--- src/rtl/prog_seq_ctrl_if.sv ---
`timescale 1ns/1ps
// prog_seq_ctrl_if: host program stream and register dump stream of prog_seq_ctrl.
// master = host/consumer side, slave = controller side.
interface prog_seq_ctrl_if;
  logic        h_valid;
  logic        h_ready;
  logic [31:0] h_data;
  logic        h_last;
  logic        d_valid;
  logic        d_ready;
  logic [31:0] d_data;
  logic [3:0]  d_idx;

  modport master (
    output h_valid, h_data, h_last, d_ready,
    input  h_ready, d_valid, d_data, d_idx
  );

  modport slave (
    input  h_valid, h_data, h_last, d_ready,
    output h_ready, d_valid, d_data, d_idx
  );
endinterface

--- src/rtl/prog_seq_ctrl.sv ---
`timescale 1ns/1ps
// prog_seq_ctrl: streams a host program into instruction memory, runs the
// processor for run_len cycles, then dumps the register file word by word.
// Optional macro CC_DUMP_EN appends the condition codes as a final dump word.
module prog_seq_ctrl #(
  parameter int unsigned IMEM_DEPTH = 256,
  parameter int unsigned NREG       = 8,
  parameter int unsigned RD_LAT     = 1
) (
  input  logic                  clock,
  input  logic                  rst_n,
  prog_seq_ctrl_if.slave        bus,
  input  logic                  start,
  input  logic [15:0]           run_len,
  output logic                  busy,
  output logic                  done,
  output logic                  ovf,
  output logic                  err,
  output logic [31:0]           addr,
  output logic                  wr,
  output logic [31:0]           wdata,
  output logic                  working,
  output logic [3:0]            rID,
  input  logic [31:0]           rdata,
  input  logic [2:0]            cc
);

  localparam int unsigned PW       = $clog2(IMEM_DEPTH + 1);
  localparam logic [3:0]  LAST_IDX = 4'(NREG - 1);

  typedef enum logic [2:0] {
    S_IDLE, S_RUN, S_SETTLE, S_DUMP_SEL, S_DUMP_WAIT, S_DUMP_OUT, S_FIN
  } state_t;

  state_t        r_state;
  logic [PW-1:0] r_wptr;
  logic [PW-1:0] r_prog_len;
  logic [15:0]   r_run_cnt;
  logic [1:0]    r_lat_cnt;
  logic [3:0]    r_idx;
  logic          r_h_ready, r_busy, r_done, r_ovf, r_err, r_wr, r_working;
  logic [31:0]   r_addr, r_wdata, r_d_data;
  logic [3:0]    r_rid, r_d_idx;
  logic          r_d_valid;

`ifdef CC_DUMP_EN
  logic [2:0]    r_cc;
`else
  logic          w_unused_cc;
  assign w_unused_cc = ^cc;
`endif

  logic          w_accept;
  logic          w_room;
  logic [PW-1:0] w_written;
  logic          w_cap;

  assign w_accept  = bus.h_valid & r_h_ready;
  assign w_room    = (r_wptr < PW'(IMEM_DEPTH));
  assign w_written = w_room ? r_wptr + PW'(1) : r_wptr;
  assign w_cap     = ((r_state == S_DUMP_SEL) && (RD_LAT == 0)) ||
                     ((r_state == S_DUMP_WAIT) && (r_lat_cnt == 2'd0));

  // Sequencer FSM: program load, run window, register dump, completion.
  always_ff @(posedge clock) begin
    if (!rst_n) begin
      r_state    <= S_IDLE;
      r_wptr     <= '0;
      r_prog_len <= '0;
      r_run_cnt  <= '0;
      r_lat_cnt  <= '0;
      r_idx      <= '0;
      r_h_ready  <= 1'b0;
      r_busy     <= 1'b0;
      r_done     <= 1'b0;
      r_ovf      <= 1'b0;
      r_err      <= 1'b0;
      r_wr       <= 1'b0;
      r_working  <= 1'b0;
      r_addr     <= '0;
      r_wdata    <= '0;
      r_rid      <= 4'hF;
      r_d_valid  <= 1'b0;
      r_d_data   <= '0;
      r_d_idx    <= '0;
`ifdef CC_DUMP_EN
      r_cc       <= '0;
`endif
    end else begin
      r_wr   <= 1'b0;
      r_done <= 1'b0;
      r_err  <= 1'b0;
      case (r_state)
        S_IDLE: begin
          r_h_ready <= 1'b1;
          if (w_accept) begin
            // first word of a new program clears the previous overflow
            if (r_wptr == '0) r_ovf <= 1'b0;
            if (w_room) begin
              r_addr  <= 32'(r_wptr);
              r_wdata <= bus.h_data;
              r_wr    <= 1'b1;
              r_wptr  <= r_wptr + PW'(1);
            end else begin
              r_ovf <= 1'b1;
            end
            if (bus.h_last) begin
              r_prog_len <= w_written;
              r_wptr     <= '0;
            end
          end else if (start) begin
            if (r_prog_len == '0) begin
              r_err <= 1'b1;
            end else begin
              r_run_cnt <= run_len;
              r_h_ready <= 1'b0;
              r_busy    <= 1'b1;
              if (run_len == 16'd0) begin
                r_state <= S_SETTLE;
              end else begin
                r_working <= 1'b1;
                r_state   <= S_RUN;
              end
            end
          end
        end
        S_RUN: begin
          r_run_cnt <= r_run_cnt - 16'd1;
          if (r_run_cnt == 16'd1) begin
            r_working <= 1'b0;
            r_state   <= S_SETTLE;
          end
        end
        S_SETTLE: begin
          r_rid   <= 4'd0;
          r_idx   <= 4'd0;
          r_state <= S_DUMP_SEL;
        end
        S_DUMP_SEL, S_DUMP_WAIT: begin
          if (w_cap) begin
            r_d_data  <= rdata;
            r_d_idx   <= r_idx;
            r_d_valid <= 1'b1;
            r_state   <= S_DUMP_OUT;
`ifdef CC_DUMP_EN
            if (r_idx == LAST_IDX) r_cc <= cc;
`endif
          end else if (r_state == S_DUMP_SEL) begin
            r_lat_cnt <= 2'(RD_LAT - 1);
            r_state   <= S_DUMP_WAIT;
          end else begin
            r_lat_cnt <= r_lat_cnt - 2'd1;
          end
        end
        S_DUMP_OUT: begin
          if (bus.d_ready) begin
            r_d_valid <= 1'b0;
            if (r_idx < LAST_IDX) begin
              r_idx   <= r_idx + 4'd1;
              r_rid   <= r_idx + 4'd1;
              r_state <= S_DUMP_SEL;
            end
`ifdef CC_DUMP_EN
            // cc word follows the last register; r_idx==NREG marks it sent
            else if (r_idx == LAST_IDX) begin
              r_idx     <= 4'(NREG);
              r_d_valid <= 1'b1;
              r_d_data  <= {29'b0, r_cc};
              r_d_idx   <= 4'(NREG);
            end
`endif
            else begin
              r_rid   <= 4'hF;
              r_done  <= 1'b1;
              r_busy  <= 1'b0;
              r_state <= S_FIN;
            end
          end
        end
        S_FIN: begin
          r_h_ready <= 1'b1;
          r_state   <= S_IDLE;
        end
        default: r_state <= S_IDLE;
      endcase
    end
  end

  assign bus.h_ready = r_h_ready;
  assign bus.d_valid = r_d_valid;
  assign bus.d_data  = r_d_data;
  assign bus.d_idx   = r_d_idx;
  assign busy        = r_busy;
  assign done        = r_done;
  assign ovf         = r_ovf;
  assign err         = r_err;
  assign addr        = r_addr;
  assign wr          = r_wr;
  assign wdata       = r_wdata;
  assign working     = r_working;
  assign rID         = r_rid;

endmodule
--- src/flat_wrapper.sv ---
// flat-port wrapper written by rule: the top's interface ports become plain ports
module prog_seq_ctrl_flat 
#(
  parameter int unsigned IMEM_DEPTH = 256,
  parameter int unsigned NREG       = 8,
  parameter int unsigned RD_LAT     = 1
)
  (clock, rst_n, start, run_len, busy, done, ovf, err, addr, wr, wdata, working, rID, rdata, cc, bus_h_valid, bus_h_data, bus_h_last, bus_d_ready, bus_h_ready, bus_d_valid, bus_d_data, bus_d_idx);
  prog_seq_ctrl_if bus_i ();
  input  logic clock;
  input  logic rst_n;
  input  logic start;
  input  logic [15:0] run_len;
  output logic busy;
  output logic done;
  output logic ovf;
  output logic err;
  output logic [31:0] addr;
  output logic wr;
  output logic [31:0] wdata;
  output logic working;
  output logic [3:0] rID;
  input  logic [31:0] rdata;
  input  logic [2:0] cc;
  input wire logic [$bits(bus_i.h_valid)-1:0] bus_h_valid;
  input wire logic [$bits(bus_i.h_data)-1:0] bus_h_data;
  input wire logic [$bits(bus_i.h_last)-1:0] bus_h_last;
  input wire logic [$bits(bus_i.d_ready)-1:0] bus_d_ready;
  output wire logic [$bits(bus_i.h_ready)-1:0] bus_h_ready;
  output wire logic [$bits(bus_i.d_valid)-1:0] bus_d_valid;
  output wire logic [$bits(bus_i.d_data)-1:0] bus_d_data;
  output wire logic [$bits(bus_i.d_idx)-1:0] bus_d_idx;
  assign bus_i.h_valid = bus_h_valid;
  assign bus_i.h_data = bus_h_data;
  assign bus_i.h_last = bus_h_last;
  assign bus_i.d_ready = bus_d_ready;
  assign bus_h_ready = bus_i.h_ready;
  assign bus_d_valid = bus_i.d_valid;
  assign bus_d_data = bus_i.d_data;
  assign bus_d_idx = bus_i.d_idx;
  prog_seq_ctrl #(.IMEM_DEPTH(IMEM_DEPTH), .NREG(NREG), .RD_LAT(RD_LAT)) u_core (.clock(clock), .rst_n(rst_n), .bus(bus_i), .start(start), .run_len(run_len), .busy(busy), .done(done), .ovf(ovf), .err(err), .addr(addr), .wr(wr), .wdata(wdata), .working(working), .rID(rID), .rdata(rdata), .cc(cc));
endmodule
--- config.mk ---
export PLATFORM = sky130hd
export DESIGN_NAME = prog_seq_ctrl_flat
export DESIGN_NICKNAME = d
export VERILOG_FILES = /design/src/rtl/prog_seq_ctrl_if.sv /design/src/rtl/prog_seq_ctrl.sv /design/src/flat_wrapper.sv
export SDC_FILE = /design/constraint.sdc
export NUM_CORES = 1
export LEC_CHECK = 0
export BUFFER_PORTS_ARGS = -buffer_cell sky130_fd_sc_hd__buf_2
export CAP_MARGIN = 10
export CORE_ASPECT_RATIO = 0.6
export CORE_MARGIN = 1.5
export CORE_UTILIZATION = 45
export CTS_CLUSTER_SIZE = 10
export DETAILED_ROUTE_END_ITERATION = 8
export GPL_TIMING_DRIVEN = 1
export PLACE_DENSITY = 0.82
export SYNTH_ARGS = -nofsm -noshare
export SYNTH_HDL_FRONTEND = slang
export SYNTH_SLANG_ARGS = --single-unit
--- constraint.sdc ---
create_clock -name clock -period 2 [get_ports clock]
set_input_delay 0.4 -clock clock [delete_from_list [all_inputs] [get_ports clock]]
set_output_delay 0.4 -clock clock [all_outputs]
set_load 0.02 [all_outputs]
### After elaboration in Yosys (flattened, before gate mapping)

Cells that the tools add are included.
Widths: inputs -> output; s select.

| storage, ports and cells | value |
|---|---|
| memories | 0 |
| logic and storage cells | 122 |
| output and inout port bits | 112 |
| ROM bits | 0 |
| latch bits | 0 |
| bits in writable memories | 0 |
| bits in registers | 132 |
| bits of input ports | 89 |

| operators by class | value |
|---|---|
| reduce and logical (&&, ||, !) cells | 28 |
| order comparisons | 2 |
| shifts and indexed selects | 0 |
| bitwise operators | 5 |
| div/mod/pow operators | 0 |
| multiplexer cells | 46 |
| multipliers | 0 |
| add/subtract/negate cells | 4 |
| equal/unequal tests | 18 |

Operators by type and width:

| operator | number |
|---|---|
| $mux 16 | 3 |
| $pmux 16 s2 | 1 |
| $mux 3 | 8 |
| $reduce_and 3->1 | 7 |
| $mux 1 | 19 |
| $logic_not 9->1 | 2 |
| $mux 9 | 2 |
| $reduce_and 6->1 | 3 |
| $eq 16x1->1 const B | 1 |
| $logic_not 16->1 | 1 |
| $mux 4 | 4 |
| $pmux 4 s2 | 2 |
| $sub 16x1->16 const B | 1 |
| $pmux 3 s5 | 1 |
| $ne 2x2->1 const B | 7 |
| $reduce_bool 2->1 | 5 |
| $add 9x1->9 const B | 1 |
| $eq 3x3->1 const B | 3 |
| $lt 9x9->1 const B | 1 |
| $pmux 1 s2 | 4 |
| $reduce_and 2->1 | 4 |
| $eq 3x2->1 const B | 2 |
| $ne 2x1->1 const B | 3 |
| $add 4x1->4 const B | 1 |
| 13 further kinds | 17 |

### Longest topological paths before layout

| depth | value |
|---|---|
| word-level depth | 6 |
| gate-level depth with buffers | 8 |
| gate-level depth less buffers | 7 |

### Worst setup path after synthesis

Ideal clock, no wire load.

| timing | value |
|---|---|
| kind | reg2reg |
| from | register u_core.r_run_cnt[0] |
| to | register u_core.r_run_cnt[14] |
| path slack | 0.054 ns |
| clock period less this slack | 1.946 ns |
| data required time | 1.868 ns |
| stages on the path, launching flop included | 8 |
| library setup time | 0.132 ns |
| arrival | 1.814 ns |
| path buffers | 0 |
| cells stage by stage | dfxtp_1 -> inv_1 -> ha_1 -> or3b_2 -> nand3b_1 -> o41a_1 -> o21ai_0 -> a21oi_1 |

| on the way | value |
|---|---|
| cells in the longest elaborated chain, start to end | 2 |

Ends and longest elaborated chain:

| item | line | RTL |
|---|---|---|
| start, declared | prog_seq_ctrl.sv:38 | `logic [15:0] r_run_cnt;` |
| start signal, assigned | prog_seq_ctrl.sv:115 | `r_run_cnt <= run_len;` |
| start signal, assigned | prog_seq_ctrl.sv:128 | `r_run_cnt <= r_run_cnt - 16'd1;` |
| $sub 16x1->16 | prog_seq_ctrl.sv:128 |  |
| $pmux 16 s2 | prog_seq_ctrl.sv:93 | `case (r_state)` |

No other way between the ends.
A chain may end at the register's enable or synchronous reset.

### Worst setup path after layout

| timing | value |
|---|---|
| from | register u_core.r_prog_len[3] |
| to | register u_core.r_run_cnt[3] |

| on the way | value |
|---|---|
| cells in the longest elaborated chain, start to end | 3 |

Ends and longest elaborated chain:

| item | line | RTL |
|---|---|---|
| start, declared | prog_seq_ctrl.sv:37 | `logic [PW-1:0] r_prog_len;` |
| start signal, assigned | prog_seq_ctrl.sv:108 | `r_prog_len <= w_written;` |
| $logic_not 9->1 | prog_seq_ctrl.sv:112 | `if (r_prog_len == '0) begin` |
| $ne 2x2->1 (no source line) | - |  |
| $reduce_and 4->1 (no source line) | - |  |

No other way between the ends.

==> summary.md <==
* 0 — endpoints failing setup
* 59.7% — tightest slew margin relative to the limit
* 0 ns — total negative setup slack
* 1260 nW/um2 — power per unit of standard cell area
* 15.3 mm — Detailed Route WL
* 203 x sky130_fd_sc_hd__nand2_1, 132 x sky130_fd_sc_hd__dfxtp_1, 108 x sky130_fd_sc_hd__a21oi_1, 34 x sky130_fd_sc_hd__nor2_1, 33 x sky130_fd_sc_hd__clkbuf_1 — top cells by instance count after synthesis
* 0 — total congestion overflow
* 1 — Buf/Inv on CP
* 201 — boundary pin count
* 1,000 — net count reported at finish
* 61.3% — final core utilization
* 0.0127 ns — worst setup slack after layout
* sky130_fd_sc_hd__clkbuf_16 — CTS Root Buffer Type
* sky130_fd_sc_hd__or4_4 — highest-delay cell along the critical path
* 1,083 — non-filler instance count after layout
* 2 — Max Root-Sink Buffers
* 148 um — die width
* 99.4% — final clock period utilization by the worst path
* done — CTS tree
* 24.5 mm — first-pass GRT wire length
* reg -> reg — Worst Setup Path Type
* 0 — EDFF count, synth
* 5.21 — via/cell ratio
* finished, final reports clean — result of the run
* -0.0791 ns — minimum setup slack after placement
* 0 — Maximum Capacitance Violations
* 6760 um2 — cell area reported after detailed placement
* 2.29 ns — CP arrival
* 31.3% — Layout area overhead
* 0.55 ns — slowest stage delay, CP
* 67 — number of distinct standard cells referenced by the synthesized netlist
* 0.41 ns — Worst-Skew Late Latency
* or4_4, o41a_1, o21ai_4, buf_6, a21oi_2, o21a_1 — CP cell instances
* 105 — maximum number of pins on one net before global-route repair
* 0.599 ns — transition at the pin with the smallest max-transition slack
* 12,200 um2 — area of the placeable core
* 0.06 ns — clock-pin slew on the worst setup and hold paths
* 529 — number of DRC markers in iteration 0
* 0 — final hold viol count
* 5710 um2 — netlist area before placement
* flop — Crit. End Element
* compound AO/OA/AOI/OAI gates — cell family with the largest share of critical-path delay
* 10.6 mm — post-detail-place hpwl
* 46.7% — starting density of the core
* 727 — Synth Instances
* 174 — number of buffer cells added on primary ports
* 13,400 um2 — Die ar.
* 0 — Diodes inserted
* sky130_fd_sc_hd__dfxtp_1 46%, sky130_fd_sc_hd__nand2_1 13%, sky130_fd_sc_hd__a21oi_1 9.5%, sky130_fd_sc_hd__buf_4 3.0%, sky130_fd_sc_hd__o21ai_0 2.3% — dominant cells by area after synthesis
* 132 — clock sinks
* 4 — CTS H-tree depth
* 7490 um2 — cell area after layout
* 6 — CP Max Fanout
* 0.962 — routability congestion estimate
* 1.99 ns — final critical path time including I/O delays and setup
* 0% — share of async-settable or async-resettable flops after synthesis
* sky130_fd_sc_hd__dfxtp_1 — Primary FF master, synth
* 5 — TritonRoute pass-1 iters
* 7.85 um2 — Syn Area/Cell
* 1,049 — post-placement cell count
* 5,639 — vias after detailed routing
* sky130_fd_sc_hd__nand2_1 — most repeated cell in the gate-level netlist after synthesis
* 0 — remaining antenna violation count after routing
* 17 — clock buffers created by TritonCTS
* 132 — number of synthesized register bits
* 0 — antenna violations before repair
* 0 — DRC
* 0 — quantity of hold-fixing buffers added after cts
* 90.3 um — vertical die dimension
* 9.44 mW — overall power
* 28.9% — layout cell share with drive strength beyond 1
* 22.5% — Overall Global Routing Usage
* 0.00882 ns — final clock skew
* 3.24 nW — Static Leak
* in -> reg — HP Class
* 46.3% — sequential cell area fraction in the yosys report
* 1,085 — total of fill cells in the finished design
* 2.31 ns — Worst Path Required
* 14.2 um — routed length per instance
* 0.602 mV — IR Drop Worst-Case VDD
* 0 — Yosys warnings
* 4,996 — number of global-route vias before repair
* 503 MHz — maximum clock rate
* flop — category of the worst setup path launch point
* 31 — number of placement rows
* 0.220 ns — minimum hold slack
* 46.3% — fraction of post-synthesis cell area in the top cell type by area
* 0 — number of slew-limit violations in the final report
* true — RSZ-0062 raised after global routing
* sky130_fd_sc_hd__dfxtp_1 — library cell occupying the most area in the post-synthesis netlist
where the power goes:
group,switching (mW),internal (mW)
sequential,0.245,2.89
clock,1.21,2.14
combinational,1.73,1.22
cell type report:
type	instances	area, um2	area share, %
Clock buffer	19	443	5.91
Multi-Input combinational cell	538	2800	37.4
Clock inverter	13	198	2.64
Inverter	9	35.0	0.468
Sequential cell	132	2650	35.3
Tap cell	165	206	2.76
Timing Repair Buffer	207	1170	15.6
worst reg2reg max path: stages (launching register included):
cell,delay [ns]
sky130_fd_sc_hd__dfxtp_2,0.31
sky130_fd_sc_hd__or4_4,0.55
sky130_fd_sc_hd__o41a_1,0.42
sky130_fd_sc_hd__o21ai_4,0.24
sky130_fd_sc_hd__buf_6,0.16
sky130_fd_sc_hd__a21oi_2,0.04
sky130_fd_sc_hd__o21a_1,0.17
repair_timing:
action	CTS	global route
resized for setup	5	18
endpoints found under the hold margin	0	0
cloned	0	0
setup buffers	1	1
setup endpoints to repair	13	17
pin swaps	0	6
cell families after synthesis:
group	synth area share [%]
AO/OA/AOI/OAI	18.5
XOR/XNOR	1.38
adder cells (fa/ha/maj)	1.31
buffers and inverters	7.28
flip-flops	46.3
multiplexers	0.701
other	0.0657
AND/OR/NAND/NOR	24.5
placed cells by master, fill, tap and decap left out, types with 4 or more instances in the layout:
cell type                   count
sky130_fd_sc_hd__dfxtp_1      130
sky130_fd_sc_hd__buf_2        174
sky130_fd_sc_hd__conb_1        23
sky130_fd_sc_hd__inv_1          6
sky130_fd_sc_hd__ha_1           5
sky130_fd_sc_hd__clkinv_4       4
sky130_fd_sc_hd__xnor2_1        5
sky130_fd_sc_hd__clkbuf_16     17
sky130_fd_sc_hd__nor4_1         8
sky130_fd_sc_hd__buf_4         27
sky130_fd_sc_hd__nor3_1        12
sky130_fd_sc_hd__bufinv_16      4
sky130_fd_sc_hd__or3_1          4
sky130_fd_sc_hd__nand3_1       13
sky130_fd_sc_hd__nand2_1      203
sky130_fd_sc_hd__nor2b_1        6
sky130_fd_sc_hd__a21oi_1      105
sky130_fd_sc_hd__nor2_1        34
sky130_fd_sc_hd__and3_1         6
sky130_fd_sc_hd__inv_6          4
sky130_fd_sc_hd__mux2i_1        4
sky130_fd_sc_hd__a21oi_2        4
sky130_fd_sc_hd__xor2_1         4
sky130_fd_sc_hd__a22oi_1        4
sky130_fd_sc_hd__o22ai_1        5
sky130_fd_sc_hd__o21ai_0       23
sky130_fd_sc_hd__nand4_1        6
flip-flops by register name, summed over array words and instances (netlist names):
register / flops
u_core.addr: 9
u_core.bus.d_data: 32
u_core.bus.d_idx: 4
u_core.bus.d_valid: 1
u_core.bus.h_ready: 1
u_core.busy: 1
u_core.done: 1
u_core.err: 1
u_core.ovf: 1
u_core.rID: 4
u_core.r_idx: 4
u_core.r_lat_cnt: 2
u_core.r_prog_len: 9
u_core.r_run_cnt: 16
u_core.r_state: 3
u_core.r_wptr: 9
u_core.wdata: 32
u_core.working: 1
u_core.wr: 1
layer usage:
metal | track usage, % | vias up | routed length (um)
li1 | - | 2809 | -
met1 | 30.4 | 2596 | 7130
met2 | 35.2 | 218 | 6920
met3 | 6.52 | 16 | 1160
met4 | 6.35 | 0 | 133
met5 | 0 | - | 0
final timing paths:
| check | startpoint | to | slack, ns | cells after the start |
|---|---|---|---|---|
| setup / recovery | u_core.r_prog_len[3]$_SDFFE_PN0P_ | u_core.r_run_cnt[3]$_SDFFE_PN0P_ | 0.01 | 6 |
| hold / removal | bus_h_data[6] | u_core.wdata[6]$_SDFFE_PN0P_ | 0.22 | 3 |
| setup reg to reg | u_core.r_prog_len[3]$_SDFFE_PN0P_ | u_core.r_run_cnt[3]$_SDFFE_PN0P_ | 0.01 | 6 |
| hold reg to reg | u_core.r_prog_len[3]$_SDFFE_PN0P_ | u_core.r_prog_len[3]$_SDFFE_PN0P_ | 0.44 | 2 |
(Power assumes the default switching activity.)
